[src/rtl/axi4_lite_pkg.sv]
// Shared definitions for the AXI4-Lite SFP master engine: FSM encoding,
// response codes and the fixed protection value driven on AWPROT/ARPROT.
package axi4_lite_pkg;

  typedef enum logic [2:0] {
    ST_IDLE         = 3'd0,
    ST_WR_ADDR_DATA = 3'd1,
    ST_WR_RESP      = 3'd2,
    ST_RD_ADDR      = 3'd3,
    ST_RD_DATA      = 3'd4,
    ST_DONE         = 3'd5
  } state_e;

  localparam logic [1:0] RESP_OKAY   = 2'b00;
  localparam logic [1:0] RESP_SLVERR = 2'b10;

  // Unprivileged, secure, data access.
  localparam logic [2:0] AXI_PROT = 3'b000;

  // Width of the bus timeout counter; holds any limit up to 65535.
  localparam int TIMEOUT_CNT_W = 16;

endpackage

[src/rtl/axi_timeout_cnt.sv]
// Saturating busy-cycle counter. expire_o flags the cycle whose closing edge
// brings the count to LIMIT (and every enabled cycle after that), so the
// owner can abort on the same edge the limit is reached.
module axi_timeout_cnt
  import axi4_lite_pkg::*;
#(
  parameter int LIMIT = 1023
) (
  input  logic clk_i,
  input  logic rst_ni,
  input  logic clear_i,
  input  logic en_i,
  output logic expire_o
);

  localparam logic [TIMEOUT_CNT_W-1:0] LIMIT_C = TIMEOUT_CNT_W'(LIMIT);
  localparam logic [TIMEOUT_CNT_W-1:0] LAST_C  = TIMEOUT_CNT_W'(LIMIT - 1);

  logic [TIMEOUT_CNT_W-1:0] cnt_q;
  logic [TIMEOUT_CNT_W-1:0] cnt_d;

  // Next count: clear wins, otherwise count enabled cycles up to LIMIT.
  always_comb begin
    cnt_d = cnt_q;
    if (clear_i) begin
      cnt_d = '0;
    end else if (en_i && (cnt_q != LIMIT_C)) begin
      cnt_d = cnt_q + 1'b1;
    end
  end

  // Count register.
  always_ff @(posedge clk_i or negedge rst_ni) begin
    if (!rst_ni) begin
      cnt_q <= '0;
    end else begin
      cnt_q <= cnt_d;
    end
  end

  assign expire_o = en_i && (cnt_q >= LAST_C);

endmodule

[src/rtl/axi4_lite_sfp_master.sv]
// AXI4-Lite master engine: turns one request word into one AXI4-Lite
// transaction and returns a single-cycle response, with a bus timeout.
//
// Handshake semantics: a transfer happens on a rising clock edge where the
// channel's VALID and READY are both high. VALID is raised without waiting
// for READY and, with its payload, is held stable until that edge; the
// only exceptions are the timeout abort and reset. The request side follows
// the same rule with i_req_valid / o_req_ready.
module axi4_lite_sfp_master
  import axi4_lite_pkg::*;
#(
  parameter int C_M_AXI_DATA_WIDTH = 32,
  parameter int C_M_AXI_ADDR_WIDTH = 7,
  parameter int TIMEOUT_CYCLES     = 1023
) (
  input  logic                            M_AXI_ACLK,
  input  logic                            M_AXI_ARESETN,
  // Request / response side
  input  logic                            i_req_valid,
  input  logic                            i_req_wr,
  input  logic [C_M_AXI_ADDR_WIDTH-1:0]   i_req_addr,
  input  logic [C_M_AXI_DATA_WIDTH-1:0]   i_req_data,
  input  logic [C_M_AXI_DATA_WIDTH/8-1:0] i_req_strb,
  output logic                            o_req_ready,
  output logic                            o_rsp_valid,
  output logic [C_M_AXI_DATA_WIDTH-1:0]   o_rsp_data,
  output logic [1:0]                      o_rsp_resp,
  output logic                            o_rsp_timeout,
  output logic [2:0]                      o_dbg_state,
  // Write address channel
  output logic [C_M_AXI_ADDR_WIDTH-1:0]   M_AXI_AWADDR,
  output logic [2:0]                      M_AXI_AWPROT,
  output logic                            M_AXI_AWVALID,
  input  logic                            M_AXI_AWREADY,
  // Write data channel
  output logic [C_M_AXI_DATA_WIDTH-1:0]   M_AXI_WDATA,
  output logic [C_M_AXI_DATA_WIDTH/8-1:0] M_AXI_WSTRB,
  output logic                            M_AXI_WVALID,
  input  logic                            M_AXI_WREADY,
  // Write response channel
  input  logic [1:0]                      M_AXI_BRESP,
  input  logic                            M_AXI_BVALID,
  output logic                            M_AXI_BREADY,
  // Read address channel
  output logic [C_M_AXI_ADDR_WIDTH-1:0]   M_AXI_ARADDR,
  output logic [2:0]                      M_AXI_ARPROT,
  output logic                            M_AXI_ARVALID,
  input  logic                            M_AXI_ARREADY,
  // Read data channel
  input  logic [C_M_AXI_DATA_WIDTH-1:0]   M_AXI_RDATA,
  input  logic [1:0]                      M_AXI_RRESP,
  input  logic                            M_AXI_RVALID,
  output logic                            M_AXI_RREADY
);

  localparam int AW = C_M_AXI_ADDR_WIDTH;
  localparam int DW = C_M_AXI_DATA_WIDTH;
  localparam int SW = C_M_AXI_DATA_WIDTH / 8;

  state_e          state_q,       state_d;
  logic [AW-1:0]   addr_q,        addr_d;
  logic [DW-1:0]   data_q,        data_d;
  logic [SW-1:0]   strb_q,        strb_d;
  logic            awvalid_q,     awvalid_d;
  logic            wvalid_q,      wvalid_d;
  logic            bready_q,      bready_d;
  logic            arvalid_q,     arvalid_d;
  logic            rready_q,      rready_d;
  logic            rsp_valid_q,   rsp_valid_d;
  logic [DW-1:0]   rsp_data_q,    rsp_data_d;
  logic [1:0]      rsp_resp_q,    rsp_resp_d;
  logic            rsp_timeout_q, rsp_timeout_d;

  logic cnt_clear;
  logic cnt_en;
  logic cnt_expire;
  logic aw_hs;
  logic w_hs;
  logic aw_done;
  logic w_done;
  logic abort;

  // Word-aligned bus addresses ignore the two byte-offset bits.
  logic unused_addr_lsb;
  assign unused_addr_lsb = ^i_req_addr[1:0];

  axi_timeout_cnt #(
    .LIMIT (TIMEOUT_CYCLES)
  ) u_timeout (
    .clk_i    (M_AXI_ACLK),
    .rst_ni   (M_AXI_ARESETN),
    .clear_i  (cnt_clear),
    .en_i     (cnt_en),
    .expire_o (cnt_expire)
  );

  assign aw_hs   = awvalid_q && M_AXI_AWREADY;
  assign w_hs    = wvalid_q  && M_AXI_WREADY;
  assign aw_done = !awvalid_q || aw_hs;
  assign w_done  = !wvalid_q  || w_hs;

  // Next-state and next-output logic; a completing handshake always beats
  // a timeout that expires on the same edge.
  always_comb begin
    state_d       = state_q;
    addr_d        = addr_q;
    data_d        = data_q;
    strb_d        = strb_q;
    awvalid_d     = awvalid_q;
    wvalid_d      = wvalid_q;
    bready_d      = bready_q;
    arvalid_d     = arvalid_q;
    rready_d      = rready_q;
    rsp_valid_d   = 1'b0;
    rsp_data_d    = rsp_data_q;
    rsp_resp_d    = rsp_resp_q;
    rsp_timeout_d = rsp_timeout_q;
    cnt_clear     = 1'b0;
    cnt_en        = 1'b0;
    abort         = 1'b0;

    case (state_q)
      ST_IDLE: begin
        if (i_req_valid) begin
          cnt_clear = 1'b1;
          addr_d    = {i_req_addr[AW-1:2], 2'b00};
          data_d    = i_req_data;
          strb_d    = i_req_strb;
          if (i_req_wr) begin
            awvalid_d = 1'b1;
            wvalid_d  = 1'b1;
            state_d   = ST_WR_ADDR_DATA;
          end else begin
            arvalid_d = 1'b1;
            state_d   = ST_RD_ADDR;
          end
        end
      end

      ST_WR_ADDR_DATA: begin
        cnt_en = 1'b1;
        if (aw_hs) awvalid_d = 1'b0;
        if (w_hs)  wvalid_d  = 1'b0;
        if (aw_done && w_done) begin
          bready_d = 1'b1;
          state_d  = ST_WR_RESP;
        end else if (cnt_expire) begin
          abort = 1'b1;
        end
      end

      ST_WR_RESP: begin
        cnt_en = 1'b1;
        if (M_AXI_BVALID) begin
          bready_d      = 1'b0;
          rsp_valid_d   = 1'b1;
          rsp_data_d    = '0;
          rsp_resp_d    = M_AXI_BRESP;
          rsp_timeout_d = 1'b0;
          state_d       = ST_DONE;
        end else if (cnt_expire) begin
          abort = 1'b1;
        end
      end

      ST_RD_ADDR: begin
        cnt_en = 1'b1;
        if (M_AXI_ARREADY) begin
          arvalid_d = 1'b0;
          rready_d  = 1'b1;
          state_d   = ST_RD_DATA;
        end else if (cnt_expire) begin
          abort = 1'b1;
        end
      end

      ST_RD_DATA: begin
        cnt_en = 1'b1;
        if (M_AXI_RVALID) begin
          rready_d      = 1'b0;
          rsp_valid_d   = 1'b1;
          rsp_data_d    = M_AXI_RDATA;
          rsp_resp_d    = M_AXI_RRESP;
          rsp_timeout_d = 1'b0;
          state_d       = ST_DONE;
        end else if (cnt_expire) begin
          abort = 1'b1;
        end
      end

      ST_DONE: begin
        state_d = ST_IDLE;
      end

      default: begin
        state_d = ST_IDLE;
      end
    endcase

    // Dead-slave escape: drop every handshake line and report SLVERR.
    if (abort) begin
      awvalid_d     = 1'b0;
      wvalid_d      = 1'b0;
      bready_d      = 1'b0;
      arvalid_d     = 1'b0;
      rready_d      = 1'b0;
      rsp_valid_d   = 1'b1;
      rsp_data_d    = '0;
      rsp_resp_d    = RESP_SLVERR;
      rsp_timeout_d = 1'b1;
      state_d       = ST_DONE;
    end
  end

  // State and output registers; reset forces the idle, quiet bus.
  always_ff @(posedge M_AXI_ACLK or negedge M_AXI_ARESETN) begin
    if (!M_AXI_ARESETN) begin
      state_q       <= ST_IDLE;
      addr_q        <= '0;
      data_q        <= '0;
      strb_q        <= '0;
      awvalid_q     <= 1'b0;
      wvalid_q      <= 1'b0;
      bready_q      <= 1'b0;
      arvalid_q     <= 1'b0;
      rready_q      <= 1'b0;
      rsp_valid_q   <= 1'b0;
      rsp_data_q    <= '0;
      rsp_resp_q    <= RESP_OKAY;
      rsp_timeout_q <= 1'b0;
    end else begin
      state_q       <= state_d;
      addr_q        <= addr_d;
      data_q        <= data_d;
      strb_q        <= strb_d;
      awvalid_q     <= awvalid_d;
      wvalid_q      <= wvalid_d;
      bready_q      <= bready_d;
      arvalid_q     <= arvalid_d;
      rready_q      <= rready_d;
      rsp_valid_q   <= rsp_valid_d;
      rsp_data_q    <= rsp_data_d;
      rsp_resp_q    <= rsp_resp_d;
      rsp_timeout_q <= rsp_timeout_d;
    end
  end

  assign o_req_ready   = (state_q == ST_IDLE);
  assign o_rsp_valid   = rsp_valid_q;
  assign o_rsp_data    = rsp_data_q;
  assign o_rsp_resp    = rsp_resp_q;
  assign o_rsp_timeout = rsp_timeout_q;
  assign o_dbg_state   = state_q;

  assign M_AXI_AWADDR  = addr_q;
  assign M_AXI_AWPROT  = AXI_PROT;
  assign M_AXI_AWVALID = awvalid_q;
  assign M_AXI_WDATA   = data_q;
  assign M_AXI_WSTRB   = strb_q;
  assign M_AXI_WVALID  = wvalid_q;
  assign M_AXI_BREADY  = bready_q;
  assign M_AXI_ARADDR  = addr_q;
  assign M_AXI_ARPROT  = AXI_PROT;
  assign M_AXI_ARVALID = arvalid_q;
  assign M_AXI_RREADY  = rready_q;

endmodule

[config.mk]
export PLATFORM = sky130hd
export DESIGN_NAME = axi4_lite_sfp_master
export DESIGN_NICKNAME = d
export VERILOG_FILES = /design/src/rtl/axi4_lite_pkg.sv /design/src/rtl/axi_timeout_cnt.sv /design/src/rtl/axi4_lite_sfp_master.sv
export SDC_FILE = /design/constraint.sdc
export NUM_CORES = 1
export LEC_CHECK = 0
export ABC_CLOCK_PERIOD_IN_PS = 4000
export BUFFER_PORTS_ARGS = -buffer_cell sky130_fd_sc_hd__buf_2
export CAP_MARGIN = 20
export CORE_UTILIZATION = 53
export CTS_BUF_LIST = sky130_fd_sc_hd__clkbuf_2 sky130_fd_sc_hd__clkbuf_4 sky130_fd_sc_hd__clkbuf_8
export CTS_CLUSTER_SIZE = 16
export DETAILED_ROUTE_END_ITERATION = 16
export MAX_ROUTING_LAYER = met4
export PLACE_DENSITY_LB_ADDON = 0.2
export SYNTH_ARGS = -nofsm -noshare
export SYNTH_HDL_FRONTEND = slang
export SYNTH_SLANG_ARGS = --single-unit
[constraint.sdc]
create_clock -name M_AXI_ACLK -period 4 [get_ports M_AXI_ACLK]
set_input_delay 0.8 -clock M_AXI_ACLK [delete_from_list [all_inputs] [get_ports M_AXI_ACLK]]
set_output_delay 0.8 -clock M_AXI_ACLK [all_outputs]
set_load 0.03 [all_outputs]
==> results of run 1 <==
## cells by family after synthesis
| group | count (synthesis) |
|---|---|
| adders and majority gates | 2 |
| DFF | 101 |
| AOI/OAI and AO/OA | 71 |
| muxes | 5 |
| and+or+nand+nor | 211 |
| buffers and inverters | 42 |
| xor gates and xnor gates | 9 |
| other | 1 |
## worst max-delay path by stage
stage	to	depth (start not counted)	startpoint	slack, ps
6_report	o_req_ready	3	o_dbg_state[1]$_DFFE_PN0P_	1330
5_1_grt	o_rsp_data[7]$_DFFE_PN0P_	5	u_timeout.cnt_q[10]$_DFFE_PN0P_	1230
4_1_cts	o_req_ready	3	o_dbg_state[1]$_DFFE_PN0P_	1330
3_5_place_dp	o_rsp_data[7]$_DFFE_PN0P_	6	M_AXI_WREADY	1360
3_3_place_gp	o_rsp_data[2]$_DFFE_PN0P_	6	M_AXI_RVALID	1430
2_1_floorplan	o_rsp_data[24]$_DFFE_PN0P_	6	M_AXI_RVALID	1860
## power breakdown
part           total (W)  internal [W]  switching (W)
clock           0.000616      0.000267       0.000349
combinational    0.00231      0.000727        0.00159
sequential       0.00178       0.00145       0.000325
total            0.00471       0.00245        0.00226
## worst register-to-register path, cell delays in order, from the launching register on
cell and delay, ps:
dfrtp_1 780, nand2_1 280, or2_2 350, a21oi_1 400, o21ai_4 330, a22o_1 370
## area by class of cell
class,instances,area share [%]
Sequential cell,101,46.4
Multi-Input combinational cell,308,30.5
Timing Repair Buffer,181,16.9
Clock buffer,11,2.78
Tap cell,102,2.34
Clock inverter,5,0.781
Inverter,4,0.276
## through the flow
stage | setup slack, ps | hold slack [ps] | utilization, % | area [um2] | total power [W]
after global routing | 1230 | 495 | 69.4 | 5450 | 0.00499
after CTS | 1330 | 482 | 69.4 | 5450 | 0.00473
final | 1330 | 478 | 69.4 | 5450 | 0.00471
after floorplan | 1860 | 459 | - | 4410 | 0.00343
after detailed placement | 1360 | 457 | 66.9 | 5250 | 0.00412
after global placement | 1430 | 454 | 66.9 | 5250 | 0.00404
## metal layers
metal | share of wire (%) | routed length (um)
met1 | 42 | 4400
met2 | 50 | 5250
met3 | 6.1 | 642
met4 | 1.8 | 191
met5 | 0 | 0
## sequential cells by signal, indices dropped and copies added (netlist names)
register / count
o_dbg_state: 3
o_rsp_valid: 1
M_AXI_WVALID: 1
M_AXI_BREADY: 1
o_rsp_resp: 2
o_rsp_timeout: 1
M_AXI_AWVALID: 1
u_timeout.cnt_q: 16
M_AXI_ARADDR: 5
M_AXI_RREADY: 1
M_AXI_WSTRB: 4
M_AXI_ARVALID: 1
o_rsp_data: 32
M_AXI_WDATA: 32
## placed cells by master (no fill, tap or decap), types with 2 or more instances in the layout
cell,instances
a31oi_1,4
ha_1,2
nor2b_1,6
nor3_1,6
nor3_2,2
nand4_1,3
a22o_1,32
o21a_1,3
inv_1,3
clkinv_4,2
and3_1,4
clkbuf_8,11
inv_6,2
and4_1,2
a21oi_1,10
conb_1,10
dfrtp_1,101
xnor2_1,7
mux2i_1,5
o2bb2ai_1,2
nor4_1,3
o21ai_0,6
nor2_1,20
buf_2,175
nand2b_1,4
nand3_1,8
nand2_1,145
a311oi_1,2
buf_4,6
xor2_1,2
or3_1,3
==> metrics, run 1 <==
synthesized area approximately 4400 um2; met2 usage around two fifths; max-capacitance violation count 0; Synth Area in Compound Gates between 10% and 20%; Die Y a little over 90 um; Final period util between 60 and 70%; final-layout fill cell count 635; Placer Congestion a little under 0.8; initial core utilization about 56%; reg2reg end o_rsp_data[7]$_DFFE_PN0P_; cts bufs inserted 9; detailed router's first-iteration violation count about 140; synth top area cells dfrtp_1 (58%), nand2_1 (12%), a22o_1 (6.4%); Critical-path top delay cell dfrtp_1; # clock sinks around 100; IO Count ~190; H-tree depth 3; Worst Hold End M_AXI_WDATA[1]$_DFFE_PN0P_; Min-Delay Path Depth 2; slowest stage delay, CP about 650 ps; number of synthesized flops with an enable pin 0; wire per inst 14.7 um; most instantiated library cell after synthesis nand2_1; CP Launch Type flip-flop; Vias between 3000 and 4000; average vias per placed instance 5.27; full die area between 8000 and 9000 um2; Yosys Warn Count 0; Total GRT Usage between 20% and 30%; hold_buf cts 0; routing usage on met1 between 30 and 40%; Non-Filler Instances around 700; post-synthesis register bit count 101; CTS resizes 0; CP cell instances or3_1 > inv_1 > buf_2; Hold Fails Final Rpt 0; largest net degree at the start of global routing slightly above 70; vias in the first global route between 3000 and 4000; Commonest cells post-synth nand2_1 (145), dfrtp_1 (101), a22o_1 (32); Reg2Reg Depth 5; HP Class flip-flop to flip-flop; WL final roughly 10000 um; Leak around 3.0 nW; pwr/cell area 864 nW/um2; minimum clock period 2670 ps; FF-to-FF Start o_dbg_state[2]$_DFFE_PN0P_; PortBufs ~180; layout cells sized above 1 about a third; Avg Cell Area, Syn roughly 9.9 um2; antenna violations before repair 0; critical path data required time 3200 ps; Ant. Diodes 0; largest family of logic cells by synthesized area simple AND/OR/NAND/NOR gates; XOR/XNOR Fraction of Synth Area about 1.8%; post-synthesis instance total approximately 440; area of the multi-input gates roughly 1700 um2; post-route ant nets 0; Setup crit end kind output pin; grt ovf 0; Die Width approximately 93 um; register area share after synthesis 57.7%; clk root buf clkbuf_8; Row Count 32; Synth async-reset ratio 100%; crit-path max FO 23; CTS tree built; Crit Path Class flip-flop to output pin; GRT met3 Usage roughly 5.3%; Sequential Area approximately 2500 um2; crit path DAT 1870 ps; Clock Path Buffers 2; Synth top area share 57.7%; outcome complete, no violations; Synth Area in Adders less than 1%; FMAX about 370 MHz; area leader, netlist dfrtp_1; Reg clk slew, reported paths around 100 ps; first drt pass iteration count 4; unique cell type count in the Yosys netlist 47; Crit path max-delay family flip-flops; Most Used Layer, Global Route met2; # setup viols final 0; Slew @ Worst Pin around 930 ps; Max Slew Vio Count 0; Reg2Reg Setup Slack between 1000 and 1500 ps; mux cell area share after synthesis 1.14%; Simple-Gate Fraction of Synth Area 20.7%; DRC viols 0; Post-CTS Setup Inserts 0; worst skew pair latency ~360 ps; WP buf/inv 2; Nets between 600 and 700; Max IR drop VDD 519 uV; relative slew slack 37.9%; Total Negative Setup Slacks 0 ps; post-DP HPWL ~7300 um; Syn-to-layout area delta 24.3%; RSZ-0062 raised after global routing false; first-pass GRT wire length between 15000 and 20000 um; HP Start M_AXI_WDATA[1]$_DFFE_PN0P_; Core ar. approximately 7800 um2; dpl cells slightly below 700; Top FF cell, synth dfrtp_1; Setup Skew 13.5 ps
(Power assumes the default switching activity.)
==> run 2: changes to the inputs <==
- ABC_AREA: unset -> 1
- ABC_CLOCK_PERIOD_IN_PS: 4000 -> 2300
- CORE_UTILIZATION: 53 -> 45
- clock period: 4 -> 2.3 ns (I/O delays scaled with it)
==> metrics, run 2 <==
outcome complete, no violations; hold_buf cts 0; crit path DAT 1550 ps; unique cell type count in the Yosys netlist 34; Setup crit end kind output pin; pwr/cell area 1490 nW/um2; cell area after layout approximately 5900 um2; Placer Congestion between 0.8 and 0.9; post-synthesis instance total between 500 and 600; synth top area cells dfrtp_1 (54%), nand2_1 (20%), nand3_1 (5.4%); full die area 10900 um2; Post-CTS Setup Inserts 0; Slew @ Worst Pin about 520 ps; RSZ-0062 raised after global routing false; clk root buf clkbuf_8; Vias between 4000 and 5000; pre-CTS setup slack between 300 and 400 ps; Commonest cells post-synth nand2_1 (254), dfrtp_1 (101), nand3_1 (51); synthesized area 4710 um2; number of synthesized flops with an enable pin 0; Crit Path Class flip-flop to output pin; worst skew pair latency around 370 ps; Syn-to-layout area delta 24.7%; post-DP HPWL around 8400 um; vias in the first global route between 4000 and 5000; Nets roughly 840; cts bufs inserted 9; max-capacitance violation count 0; most instantiated library cell after synthesis nand2_1; placed cell area ~5700 um2; grt ovf 0; H-tree depth 3; minimum clock period around 2000 ps; WL final 11700 um; antenna violations before repair 1; largest net degree at the start of global routing 49; average vias per placed instance 4.78; Row Count 36; Clock Path Buffers 2; Synth async-reset ratio between 90% and 100%; IO Count roughly 190; wire per inst 13.1 um; register area share after synthesis 53.6%; crit-path max FO 8; layout cells sized above 1 28.9%; commonest non-fill, non-tap cells in the layout nand2_1 (254), buf_2 (175), dfrtp_1 (101); HP Class input pin to async pin; post-synthesis register bit count 101; area leader, netlist dfrtp_1; Die Y between 100 and 150 um; DRC viols 0; CP Launch Type flip-flop; first drt pass iteration count 5; # setup viols final 0; commonest non-fill, non-tap cell in the layout nand2_1; Total GRT Usage 22.8%; Final period util 87.5%; Core ar. ~10000 um2; first-pass GRT wire length slightly below 20000 um; Avg Cell Area, Syn about 8.0 um2; Reg clk slew, reported paths 100 ps; Total Negative Setup Slacks 0 ps; Setup Skew roughly 12 ps; CTS tree built; Top FF cell, synth dfrtp_1; setup ws final around 290 ps; post-route ant nets 0; critical path data required time roughly 1800 ps; Max IR drop VDD approximately 900 uV; Synth top area share 53.6%; FMAX a little under 500 MHz; Die Width approximately 100 um; PortBufs 176; # clock sinks 101; Leak roughly 3.5 nW; detailed router's first-iteration violation count 246; Max Slew Vio Count 0; initial core utilization 47.3%; Yosys Warn Count 0; Hold Fails Final Rpt 0; CTS resizes 0; relative slew slack around two thirds; final-layout fill cell count 931
==> run 2: cell types whose count changed after synthesis, sizes merged, moves of 6 or more <==
cell / delta
nor2b: -6
nand3: +43
buf: +9
inv: +40
clkbuf: -10
a22o: -32
nand2: +112
nor2: +18
xnor2: -6
o21ai: +6
==> run 2: cell families after synthesis <==
group / Yosys count / share of synthesized area [%]
mux: 1 / 0.212
buf+inv: 81 / 8.44
simple gates: 360 / 31.4
compound gates: 32 / 4.20
flops: 101 / 53.6
xor+xnor: 8 / 1.49
other cells: 1 / 0.0796
fa+ha+maj: 2 / 0.531
==> run 2: worst paths after layout <==
kind                                                start  cells after the start  slack [ps]                           to
setup / recovery               o_dbg_state[1]$_DFFE_PN0P_                      4         290                  o_req_ready
hold reg to reg                o_rsp_data[22]$_DFFE_PN0P_                      2         470   o_rsp_data[22]$_DFFE_PN0P_
max in group asynchronous                   M_AXI_ARESETN                      2        1620   o_rsp_data[22]$_DFFE_PN0P_
setup reg to reg           u_timeout.cnt_q[0]$_DFFE_PN0P_                     13         370   o_rsp_data[26]$_DFFE_PN0P_
hold / removal                              M_AXI_ARESETN                      1          30   M_AXI_WDATA[6]$_DFFE_PN0P_
min in group M_AXI_ACLK                     i_req_addr[4]                      3         280  M_AXI_ARADDR[4]$_DFFE_PN0P_
==> run 2: power breakdown <==
group          internal, W  leakage, nW  switching, W
logic              0.00128         2.06       0.00321
registers          0.00251         1.29      0.000518
clock network     0.000626        0.110      0.000606
==> run 2: metal layers <==
metal  part of all wire [%]  track usage [%]  up-vias
met5                      0                -        -
met3                    5.1             4.01       24
met2                     48             36.5      145
li1                       -                -     2128
met1                     44             28.8     1971
met4                    2.3             8.88        0
==> run 2: critical path, cell delays in order, from the launching register on <==
cell     delay (ps)
dfrtp_1         490
nor2_1          230
inv_2            80
nor2_2          160
buf_2           230
==> run 2: cell type report <==
type                            count  area (um2)  area share (%)
Antenna cell                        1        2.50          0.0426
Clock buffer                       10         131            2.23
Clock inverter                      6        86.3            1.47
Inverter                           44         168            2.85
Multi-Input combinational cell    413        1820            31.0
Sequential cell                   101        2530            43.0
Tap cell                          133         166            2.83
Timing Repair Buffer              185         976            16.6
==> run 2: stage by stage <==
step,hold WS [ps],cells,power [W],utilization (%)
floorplan,164,595,0.00632,-
global placement,435,876,0.00746,56.8
detailed placement,438,876,0.00758,56.8
CTS,25.3,892,0.00883,59.0
global route,37.8,893,0.00938,59.0
finish,31.0,893,0.00876,59.0
==> run 3: changes to the inputs <==
- ABC_CLOCK_PERIOD_IN_PS: 2300 -> 1800
- CORE_UTILIZATION: 45 -> 25
- clock period: 2.3 -> 1.8 ns (I/O delays scaled with it)
==> metrics, run 3 (synthesis results as in run 2) <==
# clock sinks just over 100; Die Width approximately 140 um; pwr/cell area 1910 nW/um2; RSZ-0062 raised after global routing true; largest net degree at the start of global routing 50; Nets about 880; CTS tree built; Row Count 49; CP cell instances nor2_2 > inv_2 > nor2_4 > buf_4; Reg clk slew, reported paths approximately 110 ps; minimum clock period 1760 ps; commonest non-fill, non-tap cells in the layout nand2_1 (244), buf_2 (174), dfrtp_1 (98); Routed met1 length roughly 6400 um; commonest non-fill, non-tap cell in the layout nand2_1; post-route ant nets 0; design internal power 0.00638 W; H-tree depth 3; Total GRT Usage between 10 and 15%; crit path DAT around 1400 ps; Core ar. 18200 um2; cts bufs inserted 9; Syn-to-layout area delta 37.2%; WP buf/inv 2; Worst Hold Margin between 150 and 200 ps; vias in the first global route roughly 4000; full die area around 19000 um2; crit-path max FO 6; clock share of power a little over an eighth; Final Total Pwr about 0.012 W; Max IR drop VDD around 660 uV; grt ovf 0; Leak ~3.7 nW; HP Start i_req_data[4]; Critical-path top delay cell dfrtp_2; PortBufs 176; clk root buf clkbuf_8; wire per inst around 13 um; IO Count between 150 and 200; max-capacitance violation count 0; met2 WL 6010 um; critical path data required time approximately 1400 ps; Vias around 4300; Clock Path Buffers 2; post-DP HPWL 9350 um; Hold Fails Final Rpt 0; initial core utilization between 20 and 30%; layout cells sized above 1 a little over a third; Crit Path Class flip-flop to output pin; metal3 WL roughly 480 um; final-layout fill cell count between 1500 and 2000; HP Class input pin to flip-flop; setup ws final around 40 ps; logic gate share of total power a little under three fifths; pre-CTS setup slack 62.7 ps; Max Slew Vio Count 0; first-pass GRT wire length approximately 21000 um; Final period util 97.8%; Setup Skew roughly 12 ps; slowest stage delay, CP 470 ps; Ant. Diodes 0; detailed router's first-iteration violation count ~120; Sw Ratio between 40 and 50%; Top Metal Used met4; FMAX roughly 570 MHz; CP Launch Type flip-flop; average vias per placed instance ~4.2; WL final 13100 um; sequential fraction of design power a little over 30%; DRC viols 0; Placer Congestion around 0.8; Crit path max-delay family flip-flops; Die Y roughly 140 um; worst skew pair latency ~380 ps; # setup viols final 0; sw power around 0.0060 W; Setup crit end kind output pin; first drt pass iteration count 5; antenna violations before repair 0; FF-to-FF Start o_dbg_state[1]$_DFFE_PN0P_; Critical path origin o_dbg_state[0]$_DFFE_PN0P_; outcome complete, no violations
## run 3: cell count changes in the layout (fill, tap and decap cells not counted), sizes merged
cell	change
buf	+35
clkbuf	+2
clkinv	-2
diode	-1
dlygate4sd3	+1
inv	+2
## run 3: stage by stage
step | cells | instance area (um2) | TNS, ps | util, %
6_report | 1026 | 6470 | 0 | 35.5
5_1_grt | 1026 | 6470 | -1290 | 35.5
3_3_place_gp | 1002 | 6060 | 0 | 33.3
4_1_cts | 1020 | 6310 | 0 | 34.7
3_5_place_dp | 1002 | 6060 | 0 | 33.3
2_1_floorplan | 595 | 4750 | 0 | -
## run 3: cell type report
class / instances / area, um2 / share of cell area (%)
multi-input combinational: 413 / 1890 / 29.2
timing repair buffer: 223 / 1360 / 21.1
inverter: 44 / 173 / 2.67
tap: 229 / 287 / 4.43
clock buffer: 10 / 131 / 2.03
sequential: 101 / 2530 / 39.1
clock inverter: 6 / 93.8 / 1.45
## run 3: layer usage
metal | vias to the layer above | GRT usage, %
met5 | - | -
met4 | 0 | 5.44
met3 | 12 | 1.89
met2 | 126 | 21.4
met1 | 1953 | 19.1
li1 | 2210 | -
## run 3: power by group through the flow
stage          registers, W  logic [W]  clock network [W]
3_5_place_dp        0.00382    0.00649                  0
5_1_grt             0.00393    0.00752            0.00186
4_1_cts             0.00379    0.00652            0.00176
2_1_floorplan       0.00542    0.00268                  0
3_3_place_gp        0.00384    0.00645                  0
6_report            0.00380    0.00685            0.00169
## run 3: worst paths after layout
kind                                              endpoint  slack [ps]  cells after the start
worst min-delay path            M_AXI_WDATA[4]$_DFFE_PN0P_         170                      3
max in group asynchronous       M_AXI_WDATA[9]$_DFFE_PN0P_         870                      3
min in group asynchronous         M_AXI_BREADY$_DFFE_PN0P_         400                      2
worst max register to register  o_rsp_data[21]$_DFFE_PN0P_          90                     13
worst min register to register   o_rsp_data[4]$_DFFE_PN0P_         470                      2
worst max-delay path                           o_req_ready          40                      4
## run 3: worst min-delay path, delay by kind of cell
kind          cells  cell delay, ps
buf+inv           1              70
simple gates      2              80
## run 3: timing repair
item,in CTS,in global routing
gates cloned,0,2
hold endpoints to repair,16,0
pin swaps,0,4
setup endpoints to repair,1,57
hold buffers,1,0
setup buffers,1,4
resized for setup,2,30
